## src/rtl/br_dump_pkg.sv

```systemverilog
// Shared definitions for the RV32I register bank and its sequential debug reader.
package br_dump_pkg;

    // Register bank geometry shared by BR and br_dump
    localparam int BR_NREG = 32;
    localparam int BR_AW   = 5;
    localparam int BR_DW   = 32;

    // Dump walker states
    typedef enum logic [2:0] {
        ST_IDLE  = 3'd0,
        ST_READ  = 3'd1,
        ST_SEND0 = 3'd2,
        ST_SEND1 = 3'd3,
        ST_FIN   = 3'd4
    } dump_state_t;

    // Odd partner of an even register address (low bit forced to one)
    function automatic logic [BR_AW-1:0] pair_odd(input logic [BR_AW-1:0] even_addr);
        return {even_addr[BR_AW-1:1], 1'b1};
    endfunction

    // Next even pair index
    function automatic logic [BR_AW-1:0] pair_next(input logic [BR_AW-1:0] even_addr);
        return even_addr + BR_AW'(2);
    endfunction

endpackage

```

## src/rtl/br_dump_if.sv

```systemverilog
// Valid/ready word stream carrying one register value and its index.
interface br_dump_if
    import br_dump_pkg::*;
#(
    parameter int AW = BR_AW,
    parameter int DW = BR_DW
) ();

    logic          valid;
    logic          ready;
    logic [DW-1:0] data;
    logic [AW-1:0] addr;

    // Producer side (br_dump)
    modport master (
        output valid,
        output data,
        output addr,
        input  ready
    );

    // Consumer side (debug / trace sink)
    modport slave (
        input  valid,
        input  data,
        input  addr,
        output ready
    );

endinterface

```

## src/rtl/br_dump.sv

```systemverilog
// Sequential debug reader for the register bank: walks all registers in
// even/odd pairs through BR's two asynchronous read ports and streams each
// value with its index. Every output is driven straight from a register.
module br_dump
    import br_dump_pkg::*;
(
    input  logic             i_clk,
    input  logic             i_rst,
    input  logic             i_start,
    output logic [BR_AW-1:0] o_a1,
    output logic [BR_AW-1:0] o_a2,
    input  logic [BR_DW-1:0] i_rd1,
    input  logic [BR_DW-1:0] i_rd2,
    output logic             o_busy,
    output logic             o_done,
    br_dump_if.master        o_stream
);

    // Index of the last pair; the walk ends after its odd word is accepted
    localparam logic [BR_AW-1:0] LAST_IDX = BR_AW'(BR_NREG - 2);

    dump_state_t      r_state;
    logic [BR_AW-1:0] r_idx;
    logic [BR_AW-1:0] r_a1;
    logic [BR_AW-1:0] r_a2;
    logic [BR_DW-1:0] r_buf1;
    logic [BR_DW-1:0] r_out_data;
    logic [BR_AW-1:0] r_out_addr;
    logic             r_out_valid;
    logic             r_busy;
    logic             r_done;

    logic             w_ready;
    logic [BR_AW-1:0] w_idx_odd;
    logic [BR_AW-1:0] w_idx_next;

    assign w_ready    = o_stream.ready;
    assign w_idx_odd  = pair_odd(r_idx);
    assign w_idx_next = pair_next(r_idx);

    // Walker FSM: the even word of a pair is captured directly into the output
    // data register (it is the first thing sent), the odd word waits in r_buf1.
    // Read addresses follow idx for the whole dump and are parked at 0 in IDLE.
    always_ff @(posedge i_clk) begin
        if (i_rst) begin
            r_state     <= ST_IDLE;
            r_idx       <= {BR_AW{1'b0}};
            r_a1        <= {BR_AW{1'b0}};
            r_a2        <= {BR_AW{1'b0}};
            r_buf1      <= {BR_DW{1'b0}};
            r_out_data  <= {BR_DW{1'b0}};
            r_out_addr  <= {BR_AW{1'b0}};
            r_out_valid <= 1'b0;
            r_busy      <= 1'b0;
            r_done      <= 1'b0;
        end else begin
            case (r_state)
                ST_IDLE: begin
                    r_done <= 1'b0;
                    if (i_start) begin
                        r_idx   <= {BR_AW{1'b0}};
                        r_a1    <= {BR_AW{1'b0}};
                        r_a2    <= BR_AW'(1);
                        r_busy  <= 1'b1;
                        r_state <= ST_READ;
                    end else begin
                        r_a1    <= {BR_AW{1'b0}};
                        r_a2    <= {BR_AW{1'b0}};
                        r_busy  <= 1'b0;
                        r_state <= ST_IDLE;
                    end
                end

                ST_READ: begin
                    // Snapshot of the pair: later BR writes do not affect it
                    r_out_data  <= i_rd1;
                    r_buf1      <= i_rd2;
                    r_out_addr  <= r_idx;
                    r_out_valid <= 1'b1;
                    r_state     <= ST_SEND0;
                end

                ST_SEND0: begin
                    if (w_ready) begin
                        r_out_data <= r_buf1;
                        r_out_addr <= w_idx_odd;
                        r_state    <= ST_SEND1;
                    end else begin
                        r_state    <= ST_SEND0;
                    end
                end

                ST_SEND1: begin
                    if (w_ready) begin
                        r_out_valid <= 1'b0;
                        r_out_data  <= {BR_DW{1'b0}};
                        r_out_addr  <= {BR_AW{1'b0}};
                        if (r_idx == LAST_IDX) begin
                            r_done  <= 1'b1;
                            r_state <= ST_FIN;
                        end else begin
                            r_idx   <= w_idx_next;
                            r_a1    <= w_idx_next;
                            r_a2    <= pair_odd(w_idx_next);
                            r_state <= ST_READ;
                        end
                    end else begin
                        r_state <= ST_SEND1;
                    end
                end

                ST_FIN: begin
                    // start in this cycle is deliberately not looked at
                    r_done  <= 1'b0;
                    r_busy  <= 1'b0;
                    r_a1    <= {BR_AW{1'b0}};
                    r_a2    <= {BR_AW{1'b0}};
                    r_state <= ST_IDLE;
                end

                default: begin
                    r_state     <= ST_IDLE;
                    r_idx       <= {BR_AW{1'b0}};
                    r_a1        <= {BR_AW{1'b0}};
                    r_a2        <= {BR_AW{1'b0}};
                    r_out_valid <= 1'b0;
                    r_out_data  <= {BR_DW{1'b0}};
                    r_out_addr  <= {BR_AW{1'b0}};
                    r_busy      <= 1'b0;
                    r_done      <= 1'b0;
                end
            endcase
        end
    end

    assign o_a1           = r_a1;
    assign o_a2           = r_a2;
    assign o_busy         = r_busy;
    assign o_done         = r_done;
    assign o_stream.valid = r_out_valid;
    assign o_stream.data  = r_out_data;
    assign o_stream.addr  = r_out_addr;

endmodule

```

## src/flat_wrapper.sv

```systemverilog
// flat-port wrapper written by rule: the top's interface ports become plain ports
module br_dump_flat import br_dump_pkg::*;
  (i_clk, i_rst, i_start, o_a1, o_a2, i_rd1, i_rd2, o_busy, o_done, o_stream_valid, o_stream_data, o_stream_addr, o_stream_ready);
  br_dump_if o_stream_i ();
  input  logic i_clk;
  input  logic i_rst;
  input  logic i_start;
  output logic [BR_AW-1:0] o_a1;
  output logic [BR_AW-1:0] o_a2;
  input  logic [BR_DW-1:0] i_rd1;
  input  logic [BR_DW-1:0] i_rd2;
  output logic o_busy;
  output logic o_done;
  output wire logic [$bits(o_stream_i.valid)-1:0] o_stream_valid;
  output wire logic [$bits(o_stream_i.data)-1:0] o_stream_data;
  output wire logic [$bits(o_stream_i.addr)-1:0] o_stream_addr;
  input wire logic [$bits(o_stream_i.ready)-1:0] o_stream_ready;
  assign o_stream_valid = o_stream_i.valid;
  assign o_stream_data = o_stream_i.data;
  assign o_stream_addr = o_stream_i.addr;
  assign o_stream_i.ready = o_stream_ready;
  br_dump u_core (.i_clk(i_clk), .i_rst(i_rst), .i_start(i_start), .o_a1(o_a1), .o_a2(o_a2), .i_rd1(i_rd1), .i_rd2(i_rd2), .o_busy(o_busy), .o_done(o_done), .o_stream(o_stream_i));
endmodule
```

## config.mk

```make
export PLATFORM = sky130hd
export DESIGN_NAME = br_dump_flat
export DESIGN_NICKNAME = d
export VERILOG_FILES = /design/src/rtl/br_dump_pkg.sv /design/src/rtl/br_dump_if.sv /design/src/rtl/br_dump.sv /design/src/flat_wrapper.sv
export SDC_FILE = /design/constraint.sdc
export NUM_CORES = 1
export LEC_CHECK = 0
export ABC_AREA = 1
export CORE_AREA = 3 3 125 127
export DETAILED_ROUTE_END_ITERATION = 12
export DIE_AREA = 0 0 128 130
export SETUP_SLACK_MARGIN = 0.4
export SLEW_MARGIN = 30
export SYNTH_ARGS = -nofsm -noshare
export SYNTH_HDL_FRONTEND = slang
export SYNTH_SLANG_ARGS = --single-unit
```

## constraint.sdc

```tcl
create_clock -name i_clk -period 2.8 [get_ports i_clk]
set_input_delay 0.28 -clock i_clk [delete_from_list [all_inputs] [get_ports i_clk]]
set_output_delay 0.28 -clock i_clk [all_outputs]
set_load 0.02 [all_outputs]
```

Word-level counts from Yosys, hierarchy flattened --
Index checks and enable logic that the tools add are counted.
Operators by class: bitwise gates (word level) 4, eq/ne operators 10, reductions and logical operators 11, add/subtract/negate cells 1, muxes and demuxes 27
Operator list (count):
- $pmux 32 s4 | 1
- $mux 32 | 2
- $mux 5 | 7
- $pmux 5 s3 | 2
- $pmux 5 s4 | 1
- $pmux 3 s4 | 1
- $pmux 5 s2 | 1
- $reduce_and 3->1 | 3
- $reduce_or 3->1 | 3
- $ne 2x2->1 const B | 4
- $mux 1 | 7
- $eq 3x2->1 const B | 2
- $mux 3 | 2
- $add 5x2->5 const B | 1
- $eq 5x5->1 const B | 1
- $not 1->1 | 4
- $pmux 1 s2 | 2
- $reduce_and 4->1 | 1
- $reduce_or 2->1 | 2
- $eq 3x1->1 const B | 1
- $eq 3x3->1 const B | 1
- $logic_not 3->1 | 1
- $pmux 1 s3 | 1
- $ne 2x1->1 const B | 1
- $reduce_and 2->1 | 1
Storage, ports and cells: register bits after elaboration 90, logic and storage cells 63, output and inout port bits 50

Longest topological paths before layout --
Gate-level depths: netlist of run 1.
word-level depth 4, gate-level depth with buffers 8, mapped depth without buffers 8

Worst setup path after synthesis of run 1 --
OpenSTA, ideal clock, no wires.
path type reg2reg, from reg u_core.r_state[2], to reg u_core.r_out_data[10], in the netlist u_core.o_stream.data[10], setup time 0.117 ns, arrival time 1.156 ns, path buffers 1, clock period less this slack 1.273 ns, slack 1.527 ns, cell stages (with the launch flop) 8, cell sequence dfxtp_1 > clkinv_2 > nand2_1 > o21ai_4 > inv_4 > buf_6 > o21ai_0 > nor2_1
Between the ends: cells in the longest elaborated chain, start to end 4, elaborated cells between the ends (all ways) 11
RTL lines:
- start, declared | line br_dump.sv:22 | dump_state_t r_state;
- start signal, assigned | line br_dump.sv:46 | r_state <= ST_IDLE;
- start signal, assigned | line br_dump.sv:65 | r_state <= ST_READ;
- start signal, assigned | line br_dump.sv:70 | r_state <= ST_IDLE;
- parallel branches: the longest is 4 deep, another holds $pmux 32 s4
- end signal, assigned | line br_dump.sv:51 | r_out_data <= {BR_DW{1'b0}};
- end signal, assigned | line br_dump.sv:76 | r_out_data <= i_rd1;
- end signal, assigned | line br_dump.sv:85 | r_out_data <= r_buf1;
- end, declared | line br_dump.sv:27 | logic [BR_DW-1:0] r_out_data;
Parallel ways; which one is timed is not known. A chain may end at the register's enable or synchronous reset.

Final worst setup path of run 1 --
from reg u_core.r_state[2], to reg u_core.r_out_data[30], in the netlist u_core.o_stream.data[30]
Same word-level chain as after synthesis.

==> results of run 1 <==
## worst max path at each step
stage                      start                       end  slack (ps)
2_1_floorplan  u_core.r_state[2]  u_core.o_stream.data[10]        1530
3_3_place_gp               i_rst  u_core.o_stream.data[31]         740
3_5_place_dp               i_rst         u_core.r_buf1[30]         690
4_1_cts        u_core.r_state[2]  u_core.o_stream.data[30]         890
5_1_grt        u_core.r_state[2]  u_core.o_stream.data[30]         670
6_report       u_core.r_state[2]  u_core.o_stream.data[30]         920
## stage by stage
| step | cell area [sq um] | util, % | hold slack [ps] | setup WS [ps] | cells |
|---|---|---|---|---|---|
| final | 5160 | 35.5 | 441 | 917 | 777 |
| after global routing | 5160 | 35.5 | 464 | 675 | 776 |
| after CTS | 5160 | 35.5 | 444 | 890 | 776 |
| after detailed placement | 4870 | 33.5 | 435 | 688 | 760 |
| after global placement | 4870 | 33.5 | 430 | 742 | 760 |
| after floorplan | 3600 | - | 349 | 1530 | 486 |
## cells by family (layout without fill, tap and decap cells)
group	after synthesis	in the layout	share of synthesized area, %
XOR/XNOR	1	1	0.243
buffers and inverters	109	215	13.2
other	1	2	0.104
AO/OA/AOI/OAI	179	179	25.4
adder cells (fa/ha/maj)	1	1	0.347
AND/OR/NAND/NOR	109	109	13.0
flip-flops	86	86	47.8
## per-layer routing
metal	routed length, um	part of all wire, %	GRT usage [%]	up-vias
li1	-	-	-	1776
met1	4460	45	14.6	1551
met5	0	0	0	-
met2	4690	47	20.0	84
met4	248	2.5	6.43	0
met3	525	5.3	2.70	14
## synth_stat cells, drive strengths merged
master and count:
nor3 2, buf 14, clkinv 2, nand4 2
xor2 1, inv 77, a21oi 78, conb 1
or2 1, nand2 31, o21ai 99, dfxtp 86
clkbuf 16, nand3 15, nor2 58, ha 1
o211ai 2
## report_power, final
group | internal [W] | leakage [nW] | total [W] | switching [W]
sequential | 0.00138 | 0.706 | 0.00147 | 0.0000915
combinational | 0.000387 | 1.22 | 0.000881 | 0.000494
clock | 0.000671 | 0.142 | 0.00114 | 0.000464
## flip-flops by register name, summed over array words and instances, names as in the netlist
signal / flops
u_core.o_a2: 5
u_core.o_stream.addr: 5
u_core.o_a1: 2
u_core.r_state: 3
u_core.o_stream.valid: 1
u_core.o_stream.data: 32
u_core.o_done: 1
u_core.o_busy: 1
u_core.r_idx: 4
u_core.r_buf1: 32
## layout make-up
class | instances | area [sq um] | area share [%]
clock inverters | 3 | 17.5 | 0.339
multi-input cells | 291 | 1420 | 27.4
flip-flops and latches | 86 | 1720 | 33.3
clock buffers | 13 | 270 | 5.24
repair buffers | 120 | 1200 | 23.3
diodes | 1 | 2.50 | 0.0485
inverters | 79 | 300 | 5.82
well taps | 184 | 230 | 4.46
## placed cells by master (no fill, tap or decap), types with 2 or more instances in the layout
master,n
a21oi_1,77
buf_4,3
clkbuf_16,9
clkbuf_8,3
clkdlybuf4s50_1,116
clkinv_2,3
dfxtp_1,86
inv_1,73
inv_2,4
nand2_1,29
nand3_1,13
nand4_1,2
nor2_1,56
nor3_1,2
o211ai_1,2
o21ai_0,77
o21ai_1,21
## critical path, cell delays in order, from the launching register on
cell,delay (ps)
dfxtp_1,340
clkinv_2,130
nand3_2,140
inv_1,580
buf_4,350
a21oi_1,110
a21oi_1,150
==> results.toml, run 1 <==
[timing]
worst_pin_slew_ps = 755
hold_viol = 0
relSlewSlack_pct = 49.6
setup-violations-final = 0
fin_skew_ps = 3.51
rsz0062_at_grt = "no"
period_share_pct = 67.2
timing.setup.tns_ps = 0
fmax_ghz = 0.531
finalMaxSlewViolations = 0
min_period_ps = 1880

[synthesis]
syn_area_sq_mm = 0.00360
yosys_warnings = 0
yosysTopAreaCell = "dfxtp_1"
netlist_top_cells_area = "dfxtp_1 (48%), a21oi_1 (11%), o21ai_0 (11%), inv_1 (7.6%), nor2_1 (5.8%)"
ys_ff_latch = 86
syn-instance-count = 486
synth.avg_cell_area_sq_um = 7.42
syn-num-nets = 555
yosysSeqAreaShare_pct = 47.8
synth_top_area_share_pct = 47.8
synth.distinct_cells = 31

[global_routing]
grt_pass1_wl_um = 16200
grt_overflow_total = 0
gr-usage-all-layers_pct = 12.1
grt_pass1_vias = 3415
antenna_found_initial = 0
grt_max_degree = 64

[detailed_routing]
drc = 0
drt_iter0_drc = 189
vias_per_cell = 4.41
wl_per_cell_um = 12.8
vias = 3425
firstDrtPassIters = 4
routed_wl_um = 9920
final_antenna_net_count = 0

[worst_setup_path]
worstPathArrival_ps = 2150
r2r_start = "u_core.r_state[2]"
startpoint_type = "flip-flop"
timing.rr.end = "u_core.o_stream.data[30]"
crit_fanout = 20
r2r_slack_ps = 920
worstSetupEndpointType = "flip-flop"
timing_worst_setup_path_type = "flip-flop to flip-flop"
reg2reg_depth = 6
required_ps = 3070

[finish]
fin_nets = 656
area_growth_pct = 43.2
n_fill_cell = 1546
drive_above_1_share_pct = 5.74

[cts]
path_clk_slew_ps = 60
numCtsBuffers = 9
clock-sinks = 86
post_cts_buffers = 0
clockBufferDepth = 2
clkLatencyLatePin_ps = 340
cts_tree = "built"
cts-resized-gates = 0
cts_root_buf = "clkbuf_16"
htree_levels = 3
holdBufCountCts = 0

[hold_path]
holdPathStages = 2
min_path_type = "flip-flop to flip-flop"
min_to = "u_core.r_buf1[5]"
min_from = "u_core.r_buf1[5]"

[pwr]
finalPower_w = 0.00349
p_leak_nw = 2.07
ir_worst_vdd_v = 0.000286
power.density_mw_per_mm2 = 675

[floorplan]
core_sq_mm = 0.0145
rows = 44
dieArea_sq_mm = 0.0166
fp.dieW_um = 128
ioPinCount = 118
start_util_pct = 24.8
die_y_um = 130

[placed_design]
dp.final_hpwl_um = 7150
io_buffer_count = 116
finalWeightedCongestion = 0.834

[status]
outcome = "finished clean"

[job]
maxCapViolations = 0
Power figures use the tool's default switching activity.
==> inputs of run 2 (changes only) <==
==> constraint.sdc (replaced) <==
create_clock -name i_clk -period 1.8 [get_ports i_clk]
set_input_delay 0.18 -clock i_clk [delete_from_list [all_inputs] [get_ports i_clk]]
set_output_delay 0.18 -clock i_clk [all_outputs]
set_load 0.02 [all_outputs]
==> results.toml, run 2 (synthesized netlist as in run 1, its figures left out) <==
[status]
outcome = "finished clean"

[detailed_routing]
vias = 3477
vias_per_cell = 4.41
routed_wl_um = 10200
drt_iter0_drc = 137
final_antenna_net_count = 0
drc = 0
wl_per_cell_um = 12.9
firstDrtPassIters = 4

[worst_setup_path]
timing.rr.end = "u_core.o_stream.data[3]"
r2r_start = "u_core.r_state[0]"
reg2reg_depth = 7
crit_fanout = 21
startpoint_type = "flip-flop"
path_delay_family = "buffers and inverters"
timing_worst_setup_path_type = "flip-flop to flip-flop"
worstPathArrival_ps = 1590
critPathSlowestCell = "dfxtp_4"
r2r_slack_ps = 440
required_ps = 2030
worstSetupEndpointType = "flip-flop"
path_cells = "nor2_4, inv_4, o21ai_4, clkinv_4, buf_12, o21ai_0, nor2_1"
critPathMaxStageDelay_ps = 380
timing.critical_path.buf_inv = 3

[pwr]
power_frac_comb_pct = 26.4
pwr-share-clk_pct = 31.5
seq_power_share_pct = 42.2
internal-power_w = 0.00373
power.net_switching_w = 0.00170
ir_worst_vdd_v = 0.000387
p_leak_nw = 2.36
swShare_pct = 31.3
power.density_mw_per_mm2 = 1020

[global_routing]
gr-usage-all-layers_pct = 12.1
grt_overflow_total = 0
antenna_found_initial = 0
grt_max_degree = 73
grt_pass1_vias = 3374
grt_pass1_wl_um = 16200

[floorplan]
start_util_pct = 24.8
rows = 44
dieArea_sq_mm = 0.0166
fp.dieW_um = 128
ioPinCount = 118
core_sq_mm = 0.0145
die_y_um = 130

[timing]
hold_viol = 0
rsz0062_at_grt = "yes"
final.setup.worst_slack_ps = 438
fmax_ghz = 0.734
hold_slack_ps = 442
setup-violations-final = 0
fin_skew_ps = 10.1
period_share_pct = 75.6
finalMaxSlewViolations = 0
timing.setup.tns_ps = 0
min_period_ps = 1360

[hold_path]
holdPathStages = 2
min_to = "u_core.r_buf1[31]"
min_path_type = "flip-flop to flip-flop"
min_from = "u_core.r_buf1[31]"

[placed_design]
placedCellCount = 767
dp.final_hpwl_um = 7080
finalWeightedCongestion = 0.803
io_buffer_count = 116
dp_slack_ps = 160

[cts]
cts_root_buf = "clkbuf_16"
clockBufferDepth = 2
htree_levels = 3
numCtsBuffers = 9
cts_tree = "built"
clkLatencyLatePin_ps = 340
path_clk_slew_ps = 70
holdBufCountCts = 0
clock-sinks = 86

[finish]
fin_nets = 669
drive_above_1_share_pct = 9.42
layout_common_cells = "dfxtp_1 (82), a21oi_1 (77), inv_1 (73), o21ai_0 (68), clkdlybuf4s50_1 (67)"
final_cell_count_no_fill = 789
area_growth_pct = 47.6
n_antenna_cell = 0
layout_commonest_cell = "dfxtp_1"

[job]
maxCapViolations = 0
## run 2: cell types whose count changed in the layout (fill, tap and decap cells not counted), moves of 4 or more
cell | previous run | this run
o21ai_1 | 21 | 29
buf_4 | 3 | 8
o21ai_0 | 77 | 68
clkdlybuf4s50_1 | 116 | 67
dlygate4sd2_1 | 0 | 49
dfxtp_1 | 86 | 82
## run 2: how the worst max path moves through the flow
stage                      startpoint                        to  slack [ps]  depth (start not counted)
finish              u_core.r_state[0]   u_core.o_stream.data[3]         440                          7
global route        u_core.r_state[0]   u_core.o_stream.data[9]         350                          8
CTS                 u_core.r_state[2]  u_core.o_stream.data[15]         380                          8
detailed placement     o_stream_ready  u_core.o_stream.data[20]         160                          7
global placement       o_stream_ready  u_core.o_stream.data[18]         210                          7
floorplan           u_core.r_state[2]  u_core.o_stream.data[10]         530                          7
## run 2: power by group through the flow
stage / combinational [W] / sequential, W / clock, W
global route: 0.00159 / 0.00232 / 0.00184
detailed placement: 0.00144 / 0.00233 / 0
finish: 0.00143 / 0.00229 / 0.00171
global placement: 0.00142 / 0.00232 / 0
floorplan: 0.000685 / 0.00246 / 0
CTS: 0.00136 / 0.00229 / 0.00178
## run 2: timing repair
item                                    in CTS  in global routing
gates resized for setup                     56                 32
endpoints found under the setup margin      89                 41
setup buffers                                0                  5
gates cloned                                 0                  1
pin swaps                                    0                  2
## run 2: through the flow
step                      instance area, sq um  utilization [%]  power [W]
final                                     5320             36.6    0.00543
after floorplan                           3600                -    0.00314
after CTS                                 5180             35.7    0.00542
after detailed placement                  4960             34.1    0.00377
after global routing                      5320             36.6    0.00576
after global placement                    4960             34.1    0.00374
## run 2: layout make-up
class,instances,area (sq um)
fillers,1527,9210
well taps,184,230
flip-flops and latches,86,1730
clock inverters,4,22.5
multi-input cells,291,1460
repair buffers,133,1310
inverters,79,312
clock buffers,12,246
## run 2: layer usage
metal | vias to the layer above | wire length (um) | GRT usage (%) | part of all wire [%]
met1 | 1571 | 4650 | 14.9 | 46
met3 | 9 | 499 | 2.87 | 4.9
met5 | - | 0 | 0 | 0
met2 | 98 | 4880 | 19.6 | 48
li1 | 1799 | - | - | -
met4 | 0 | 161 | 6.43 | 1.6
## run 2: worst min-delay path: stages (launching register included)
cell     delay (ps)
dfxtp_1         310
inv_1            50
a21oi_1          50
